## src/rtl/game_reg_bank.sv

```systemverilog
// game_reg_bank: CPU-visible register bank for a small game engine.
// Holds the sprite field table and a frame-lock register that controls
// vblank snapshots into sprite_disp. Also holds a saturating score counter
// and a few read-only status inputs.
// Optional feature macro: SCORE_BCD_EN
//   - Defined: a sequential binary-to-BCD converter drives score_bcd.
//   - Undefined: SCORE_DISP is a plain read/write register.
module game_reg_bank #(
    parameter int NUM_SPRITES = 5,
    parameter int FIELDS      = 6,
    parameter int FIELD_W     = 8,
    parameter int SCORE_W     = 16,
    parameter int BCD_DIGITS  = 5
) (
    input  logic                                  clk,
    input  logic                                  reset,
    input  logic [5:0]                            reg_addr,
    input  logic [15:0]                           in,
    input  logic                                  we,
    output logic [15:0]                           out,
    input  logic                                  map_data,
    input  logic [1:0]                            player_rot,
    input  logic [5:0]                            frame,
    input  logic                                  pellet_data,
    input  logic                                  vblank,
    output logic                                  frame_done,
    output logic [NUM_SPRITES*FIELDS*FIELD_W-1:0] sprite_disp,
    output logic [4*BCD_DIGITS-1:0]               score_bcd,
    output logic                                  bcd_busy
);

    localparam int NUM_FIELDS = NUM_SPRITES * FIELDS;
    localparam int BCD_W      = 4 * BCD_DIGITS;

    localparam logic [5:0] ADDR_LOCK      = 6'd32;
    localparam logic [5:0] ADDR_SCORE     = 6'd33;
    localparam logic [5:0] ADDR_SCORE_ADD = 6'd34;
    localparam logic [5:0] ADDR_SCORE_DSP = 6'd35;
    localparam logic [5:0] ADDR_MAP       = 6'd48;
    localparam logic [5:0] ADDR_ROT       = 6'd49;
    localparam logic [5:0] ADDR_FRAME     = 6'd50;
    localparam logic [5:0] ADDR_PELLET    = 6'd51;

    localparam logic [SCORE_W-1:0] SCORE_MAX = '1;

    // Parameter sanity: the sprite table must fit below the LOCK address.
    // The BCD width must also hold the largest score.
    generate
        if (NUM_FIELDS < 1 || NUM_FIELDS > 32) begin : g_bad_fields
            $error("game_reg_bank: NUM_SPRITES*FIELDS must be 1..32");
        end
        if (FIELD_W < 1 || FIELD_W > 16) begin : g_bad_field_w
            $error("game_reg_bank: FIELD_W must be 1..16");
        end
        if (SCORE_W < 1 || SCORE_W > 16) begin : g_bad_score_w
            $error("game_reg_bank: SCORE_W must be 1..16");
        end
        if ((64'd10 ** BCD_DIGITS) <= ((64'd1 << SCORE_W) - 64'd1)) begin : g_bad_bcd
            $error("game_reg_bank: BCD_DIGITS too small for SCORE_W");
        end
    endgenerate

    logic [7:0]                    lock_reg;
    logic                          frame_done_reg;
    logic                          capture;
    logic [NUM_FIELDS*FIELD_W-1:0] fields_flat;
    logic [SCORE_W-1:0]            score_reg;
    logic [SCORE_W-1:0]            score_next;
    logic [16:0]                   sum_wide;
    logic [15:0]                   disp_read;

    // Lock is sampled before any same-edge write, so a write to LOCK in the
    // vblank cycle only affects the next frame.
    assign capture    = vblank && (lock_reg == 8'd0);
    assign frame_done = frame_done_reg;

    // Each sprite field has its own live register and snapshot register.
    // Non-blocking update means a same-edge write is not yet in the snapshot.
    generate
        for (genvar gi = 0; gi < NUM_FIELDS; gi++) begin : g_field
            logic [FIELD_W-1:0] val_reg;
            logic [FIELD_W-1:0] snap_reg;

            // live field write and vblank snapshot of that field
            always_ff @(posedge clk) begin
                if (reset) begin
                    val_reg  <= '0;
                    snap_reg <= '0;
                end else begin
                    if (we && reg_addr == 6'(gi)) begin
                        val_reg <= in[FIELD_W-1:0];
                    end
                    if (capture) begin
                        snap_reg <= val_reg;
                    end
                end
            end

            assign fields_flat[gi*FIELD_W +: FIELD_W] = val_reg;
            assign sprite_disp[gi*FIELD_W +: FIELD_W] = snap_reg;
        end
    endgenerate

    // LOCK register and the one-cycle snapshot-taken pulse
    always_ff @(posedge clk) begin
        if (reset) begin
            lock_reg       <= 8'd0;
            frame_done_reg <= 1'b0;
        end else begin
            if (we && reg_addr == ADDR_LOCK) begin
                lock_reg <= in[7:0];
            end
            frame_done_reg <= capture;
        end
    end

    // The 17-bit sum cannot overflow, so saturation is a single compare.
    assign sum_wide = 17'(score_reg) + 17'(in);

    // next score value: direct load or saturating add
    always_comb begin
        score_next = score_reg;
        if (we && reg_addr == ADDR_SCORE) begin
            score_next = in[SCORE_W-1:0];
        end else if (we && reg_addr == ADDR_SCORE_ADD) begin
            if (sum_wide > 17'(SCORE_MAX)) begin
                score_next = SCORE_MAX;
            end else begin
                score_next = sum_wide[SCORE_W-1:0];
            end
        end
    end

    // score register
    always_ff @(posedge clk) begin
        if (reset) begin
            score_reg <= '0;
        end else begin
            score_reg <= score_next;
        end
    end

`ifdef SCORE_BCD_EN
    localparam int CNT_W = $clog2(SCORE_W + 1);

    logic [SCORE_W-1:0] bin_reg;
    logic [BCD_W-1:0]   bcd_reg;
    logic [BCD_W-1:0]   bcd_adj;
    logic [BCD_W-1:0]   bcd_shift;
    logic [BCD_W-1:0]   score_bcd_reg;
    logic [CNT_W-1:0]   cnt_reg;
    logic               busy_reg;

    // add-3 correction of every digit before each shift
    generate
        for (genvar gi = 0; gi < BCD_DIGITS; gi++) begin : g_digit
            assign bcd_adj[gi*4 +: 4] = (bcd_reg[gi*4 +: 4] >= 4'd5) ?
                                        bcd_reg[gi*4 +: 4] + 4'd3 :
                                        bcd_reg[gi*4 +: 4];
        end
    endgenerate

    // The top adjusted bit is always zero given the digit-count check.
    assign bcd_shift = BCD_W'({bcd_adj, bin_reg[SCORE_W-1]});

    // Double-dabble sequencer. Any score change restarts from the new value;
    // the previous result stays visible until the new one is complete.
    always_ff @(posedge clk) begin
        if (reset) begin
            bin_reg       <= '0;
            bcd_reg       <= '0;
            score_bcd_reg <= '0;
            cnt_reg       <= '0;
            busy_reg      <= 1'b0;
        end else if (score_next != score_reg) begin
            bin_reg  <= score_next;
            bcd_reg  <= '0;
            cnt_reg  <= '0;
            busy_reg <= 1'b1;
        end else if (busy_reg) begin
            bcd_reg <= bcd_shift;
            bin_reg <= bin_reg << 1;
            if (cnt_reg == CNT_W'(SCORE_W - 1)) begin
                busy_reg      <= 1'b0;
                score_bcd_reg <= bcd_shift;
            end else begin
                cnt_reg <= cnt_reg + 1'b1;
            end
        end
    end

    assign score_bcd = score_bcd_reg;
    assign bcd_busy  = busy_reg;
    assign disp_read = 16'(score_bcd_reg);
`else
    logic [15:0] disp_reg;

    // plain CPU-owned display register
    always_ff @(posedge clk) begin
        if (reset) begin
            disp_reg <= 16'd0;
        end else if (we && reg_addr == ADDR_SCORE_DSP) begin
            disp_reg <= in;
        end
    end

    assign score_bcd = BCD_W'(disp_reg);
    assign bcd_busy  = 1'b0;
    assign disp_read = disp_reg;
`endif

    // combinational read mux; unmapped addresses read zero
    always_comb begin
        out = 16'd0;
        case (reg_addr)
            ADDR_LOCK:      out = 16'(lock_reg);
            ADDR_SCORE:     out = 16'(score_reg);
            ADDR_SCORE_ADD: out = 16'd0;
            ADDR_SCORE_DSP: out = disp_read;
            ADDR_MAP:       out = 16'(map_data);
            ADDR_ROT:       out = 16'(player_rot);
            ADDR_FRAME:     out = 16'(frame);
            ADDR_PELLET:    out = 16'(pellet_data);
            default: begin
                for (int i = 0; i < NUM_FIELDS; i++) begin
                    if (reg_addr == 6'(i)) begin
                        out = 16'(fields_flat[i*FIELD_W +: FIELD_W]);
                    end
                end
            end
        endcase
    end

endmodule

```

## config.mk

```make
export PLATFORM = sky130hd
export DESIGN_NAME = game_reg_bank
export DESIGN_NICKNAME = d
export VERILOG_FILES = /design/src/rtl/game_reg_bank.sv
export SDC_FILE = /design/constraint.sdc
export NUM_CORES = 1
export LEC_CHECK = 0
export ABC_AREA = 1
export CELL_PAD_IN_SITES_DETAIL_PLACEMENT = 1
export CELL_PAD_IN_SITES_GLOBAL_PLACEMENT = 1
export CORE_ASPECT_RATIO = 1.25
export CORE_MARGIN = 1
export CORE_UTILIZATION = 44
export CTS_BUF_LIST = sky130_fd_sc_hd__clkbuf_8
export CTS_CLUSTER_DIAMETER = 80
export DETAILED_ROUTE_END_ITERATION = 6
export GPL_TIMING_DRIVEN = 0
export PLACE_DENSITY = 0.92
export SLEW_MARGIN = 20
export SYNTH_ARGS = -nofsm -noshare
export SYNTH_HDL_FRONTEND = slang
export SYNTH_SLANG_ARGS = --single-unit
```

## constraint.sdc

```tcl
create_clock -name clk -period 5.5 [get_ports clk]
set_input_delay 1.1 -clock clk [delete_from_list [all_inputs] [get_ports clk]]
set_output_delay 1.1 -clock clk [all_outputs]
set_load 0.03 [all_outputs]
```

==> flow_summary.json, run 1 <==
{
  "post-route-period-util_pct": 98.5,
  "hold_depth": 2,
  "clock.fmax_ghz": 0.185,
  "place_inst": 3667,
  "seq_area_frac_synth_pct": 49.7,
  "worst_ep_arrival_time_ns": 4.32,
  "cp_max_fo": 5,
  "setup_ws_ns": 0.0804,
  "worstRegToRegCells": 8,
  "multiInputGateArea_mm2": 0.00877,
  "r2r-start": "lock_reg[7]",
  "holdPathEnd": "g_field[25].snap_reg[7]",
  "fillers": 5853,
  "critPathLaunchType": "primary input",
  "setup_violations": 0,
  "cts_inserted_buffers": 82,
  "ir_drop_mv": 0.188,
  "final_cells": 3808,
  "ys_warn_count": 0,
  "reg2reg_slack_ns": 2.34,
  "grt_first_pass_wirelength_mm": 134,
  "wl_mm": 90.4,
  "skew_ns": 0.0288,
  "grt_usage_pct": 36.4,
  "chipHeight_um": 246,
  "maxCapViolations": 0,
  "yosysTopAreaCell": "dfxtp_1",
  "synth_area_leaders": "dfxtp_1, nor2_1, o21ai_0",
  "hold_class": "flop to flop",
  "design.core.area_mm2": 0.0471,
  "placed_area_mm2": 0.0249,
  "grt_start_max_net_pins": 11,
  "port_buffers": 308,
  "root_buffer": "clkbuf_8",
  "hpwl_mm": 66.3,
  "htreeDepth": 3,
  "regArea_mm2": 0.0104,
  "ant_nets": 0,
  "post-place-ws_ns": -0.787,
  "netlist_area_mm2": 0.0210,
  "cts_tree": "built",
  "clk_latency_ns": 0.68,
  "via_per_inst": 5.76,
  "finalMaxSlewViolations": 0,
  "path_clk_slew_ns": 0.06,
  "dr_total_vias": 21900,
  "start_util_pct": 44.5,
  "critical_path_required_ns": 4.40,
  "finalHoldViolations": 0,
  "ys.flop_type": "dfxtp_1",
  "p_per_area_mw_per_mm2": 317,
  "avgSynthCellArea_um2": 7.72,
  "final_area_mm2": 0.0265,
  "die_x_um": 197,
  "gp_congestion": 0.949,
  "synth-async-reset-ratio_pct": 0,
  "min_from": "g_field[25].val_reg[7]",
  "dieArea_mm2": 0.0485,
  "ioPinCount": 314,
  "critPathKind": "primary input to output pin",
  "critPathCaptureType": "output pin",
  "drtPass1Iterations": 6,
  "grt_pass1_vias": 22500,
  "synth_top_area_share_pct": 49.7,
  "clockBufferDepth": 3,
  "min_period_ns": 5.42,
  "worst_slew_margin_rel_pct": 15.6,
  "status": "finished, final reports clean",
  "drt_iter0_drc": 1579,
  "ys_ff_latch": 521,
  "cts.sinks": 521,
  "reg2reg_to": "g_field[18].snap_reg[4]",
  "synth-edff-count": 0,
  "ctsHoldBuffers": 0,
  "grt-ovfl-total": 0,
  "syn-instance-count": 2718,
  "nNetsFinal": 3168,
  "worst_pin_slew_ns": 1.27,
  "drive_above_1_share_pct": 6.63,
  "syn2layout_area_growth_pct": 26.4,
  "crit_start": "reg_addr[3]",
  "routedWlPerCell_um": 23.7,
  "power.total_mw": 8.41,
  "route.detailed.drc": 0,
  "antenna_found_initial": 5,
  "fp-row-count": 89,
  "leakage_nw": 9.67,
  "yosysUniqueCellTypes": 44
}
[critical path, stage by stage]
cell	delay [ns]
dlygate4sd2_1	0.30
inv_1	0.08
nand2_1	0.15
nor2_2	0.12
nand3_1	0.09
nand3_1	0.14
nor2_2	0.16
nand4_1	0.17
nor2_1	0.18
nand4_1	0.12
nor2_1	0.16
nand4_1	0.20
nand2_1	0.16
nand4_1	0.13
nand2_1	0.12
nand4_1	0.13
nand2_1	0.13
nand4_1	0.17
nor2_1	0.16
nand4_1	0.12
buf_4	0.22
[cells in the mapped netlist, types with 6 or more instances]
master	instances
buf_4	6
xor2_1	12
a211oi_1	203
a221oi_1	7
nand3_1	32
a22o_1	11
buf_2	17
dfxtp_1	521
inv_1	285
nand2_2	6
nor2_2	6
nor2_1	426
o21ai_0	317
nand4_1	59
clkbuf_1	161
o211ai_1	10
nand2_1	269
a21oi_1	303
ha_1	16
a31oi_1	6
[layout make-up]
type,count,share of cell area [%]
antenna,5,0.0472
buffer,190,2.92
clock buffer,105,5.45
clock inverter,30,0.505
inverter,291,4.12
multi-input combinational,1720,33.1
sequential,521,39.4
tap,637,3.01
timing repair buffer,309,11.5
[cells by family (layout without fill, tap and decap cells)]
kind of cell / after synthesis / after routing / synth area share (%)
compound gates: 874 / 874 / 24.0
simple gates: 811 / 811 / 15.8
flops: 521 / 521 / 49.7
buf+inv: 481 / 925 / 8.85
fa+ha+maj: 17 / 17 / 1.05
xor+xnor: 13 / 13 / 0.543
other cells: 1 / 10 / 0.0179
[cells in the final DEF, fill, tap and decap left out, types with 3 or more instances in the layout]
cell             count
o21ai_1              3
buf_1                5
a211oi_1           203
nor2_2              20
clkbuf_8           105
buf_2               21
clkbuf_2            10
inv_1              301
conb_1               5
clkbuf_1           155
clkdlybuf4s50_1    294
nand3_1             31
buf_4                8
clkinv_2            10
inv_2                6
o221ai_1             3
a21oi_1            303
a31oi_1              6
diode_2              5
nor2_1             411
a221oi_1             7
o21ai_0            317
xor2_1              12
nor3_1               4
nand4_1             59
nor3_2               3
nand2_2             11
o211ai_1            10
nand2_1            263
a22o_1              11
ha_1                16
dfxtp_1            521
[timing repair]
| item | 4_1_cts | 5_1_grt |
|---|---|---|
| resized for setup | 67 | 15 |
| pin swaps | 6 | 1 |
| endpoints found under the setup margin | 8 | 5 |
| setup buffers | 1 | 0 |
| endpoints found under the hold margin | 0 | 0 |
[how the worst max path moves through the flow]
stage | cells past startpoint | slack, ns | end
global placement | 21 | -0.73 | out[4]
global route | 21 | -0.03 | out[0]
CTS | 21 | 0.03 | out[4]
finish | 21 | 0.08 | out[4]
detailed placement | 21 | -0.79 | out[4]
floorplan | 16 | 1.49 | out[0]
[layer usage]
metal	up-vias	GRT usage, %	routed length (um)
li1	9924	-	-
met1	10700	42.2	34700
met2	976	61.6	43200
met3	312	6.17	6420
met4	2	24.3	6050
met5	-	0	9
[power by group]
part / switching, mW / internal (mW)
sequential: 0.0904 / 3.91
combinational: 0.770 / 0.362
clock: 1.58 / 1.70
[metrics by stage]
| stage | util [%] | hold WS [ns] | TNS (ns) |
|---|---|---|---|
| 6_report | 56.3 | 0.478 | 0 |
| 5_1_grt | 56.3 | 0.505 | -0.0653 |
| 4_1_cts | 56.2 | 0.479 | 0 |
| 3_5_place_dp | 52.8 | 0.467 | -4.96 |
| 3_3_place_gp | 52.8 | 0.460 | -4.77 |
| 2_1_floorplan | - | 0.441 | 0 |
Note: power is estimated with default switching activity, not from simulation.
==> inputs of run 2 (changes only) <==
Settings changed: CORE_UTILIZATION 44 to 41, PLACE_DENSITY 0.92 to 0.87.
Clock period 5.5 ns to 5.6 ns, I/O delays scaled along.
==> flow_summary.json, run 2 (synthesis results as in run 1) <==
{
  "critical_path_required_ns": 4.48,
  "regArea_mm2": 0.0104,
  "cts_inserted_buffers": 83,
  "setup_ws_ns": 0.112,
  "clock.fmax_ghz": 0.182,
  "die_x_um": 204,
  "status": "finished, final reports clean",
  "start_util_pct": 41.6,
  "critPathCaptureType": "output pin",
  "gp_congestion": 0.939,
  "setup_tns_ns": 0,
  "antenna_found_initial": 7,
  "drtPass1Iterations": 6,
  "skew_ns": 0.0347,
  "mostFrequentLayoutCell": "dfxtp_1",
  "clk_latency_ns": 0.70,
  "route.detailed.drc": 0,
  "final_area_mm2": 0.0268,
  "via_per_inst": 5.67,
  "ir_drop_mv": 0.158,
  "grt_usage_pct": 33.5,
  "cts.sinks": 521,
  "drt_iter0_drc": 1498,
  "hpwl_mm": 65.5,
  "fin_util_pct": 53.1,
  "fillers": 6317,
  "fp-row-count": 92,
  "finalMaxSlewViolations": 0,
  "ant_nets": 0,
  "syn2layout_area_growth_pct": 27.6,
  "design.core.area_mm2": 0.0504,
  "routedWlPerCell_um": 23.1,
  "drive_above_1_share_pct": 6.55,
  "grt-ovfl-total": 0,
  "maxCapViolations": 0,
  "nNetsFinal": 3170,
  "p_per_area_mw_per_mm2": 318,
  "multiInputGateArea_mm2": 0.00879,
  "chipHeight_um": 255,
  "post-route-period-util_pct": 98.0,
  "wl_mm": 88.7,
  "min_period_ns": 5.49,
  "critPathKind": "primary input to output pin",
  "worst_pin_slew_ns": 1.22,
  "hold_class": "flop to flop",
  "root_buffer": "clkbuf_8",
  "htreeDepth": 3,
  "grt_first_pass_wirelength_mm": 132,
  "ioPinCount": 314,
  "cts_tree": "built",
  "cp_max_fo": 6,
  "critPathLaunchType": "primary input",
  "mostFrequentLayoutCells": "dfxtp_1, nor2_1, o21ai_0",
  "grt_start_max_net_pins": 11,
  "finalHoldViolations": 0,
  "dr_total_vias": 21800,
  "placed_area_mm2": 0.0249,
  "worst_ep_arrival_time_ns": 4.37,
  "worst_slew_margin_rel_pct": 18.4,
  "setup_violations": 0,
  "dieArea_mm2": 0.0521,
  "clockBufferDepth": 3,
  "grt_pass1_vias": 22400,
  "ctsHoldBuffers": 0,
  "post-place-ws_ns": -0.641,
  "leakage_nw": 9.80,
  "path_clk_slew_ns": 0.06,
  "port_buffers": 308
}
-- run 2: changes by cell type in the layout (fill, tap and decap cells not counted), moves of 3 or more --
cell,previous run,this run
inv_1,301,309
clkbuf_2,10,3
nor2_2,20,23
clkinv_2,10,3
nor2_1,411,407
dlymetal6s2s_1,0,3
bufinv_16,0,4
clkbuf_8,105,109
-- run 2: stage by stage --
stage | cells | power [mW] | hold slack, ns
CTS | 3832 | 8.51 | 0.478
detailed placement | 3689 | 5.09 | 0.467
floorplan | 2722 | 4.58 | 0.441
finish | 3839 | 8.50 | 0.480
global route | 3837 | 8.76 | 0.498
global placement | 3688 | 5.05 | 0.457
-- run 2: layout make-up --
| class | count | area share, % |
|---|---|---|
| sequential | 521 | 39.0 |
| multi-input combinational | 1720 | 32.8 |
| timing repair buffer | 310 | 11.5 |
| clock buffer | 109 | 5.61 |
| inverter | 291 | 4.08 |
| tap | 658 | 3.08 |
| buffer | 190 | 2.90 |
| clock inverter | 34 | 0.912 |
| antenna | 6 | 0.0561 |
-- run 2: final timing paths --
kind	startpoint	to	slack, ns	depth (start not counted)
max	reg_addr[1]	out[2]	0.11	21
min	g_field[21].val_reg[1]	g_field[21].val_reg[1]	0.48	2
max reg2reg	lock_reg[0]	g_field[17].snap_reg[6]	2.53	8
min reg2reg	g_field[21].val_reg[1]	g_field[21].val_reg[1]	0.48	2
-- run 2: metal layers --
| layer | global-route usage, % | up-vias | wire length (um) |
|---|---|---|---|
| li1 | - | 9946 | - |
| met1 | 39.3 | 10700 | 35200 |
| met2 | 57.9 | 881 | 43000 |
| met3 | 5.19 | 252 | 5450 |
| met4 | 19.3 | 4 | 5000 |
| met5 | 0 | - | 25 |
-- run 2: repair_timing --
action | CTS | global route
setup endpoints to repair | 8 | 8
resized for setup | 53 | 37
pin swaps | 0 | 6
buffers inserted | 0 | 1
-- run 2: where the power goes --
part	internal [mW]	switching, mW	total, mW
logic	0.357	0.751	1.11
registers	3.84	0.0877	3.93
clock network	1.91	1.55	3.46
-- run 2: critical path: stages --
cell	delay, ns
clkdlybuf4s15_1	0.36
nor2_2	0.15
nand2_2	0.17
nor2_1	0.13
nand2_1	0.08
nand3_1	0.12
nor2_2	0.20
nand4_1	0.18
nor2_2	0.20
nand4_1	0.14
nor2_1	0.11
nand4_1	0.11
nand2_1	0.14
nand4_1	0.11
nand2_1	0.10
nand4_1	0.11
nand2_1	0.12
nand4_1	0.18
nor2_1	0.19
nand4_1	0.12
clkbuf_4	0.21
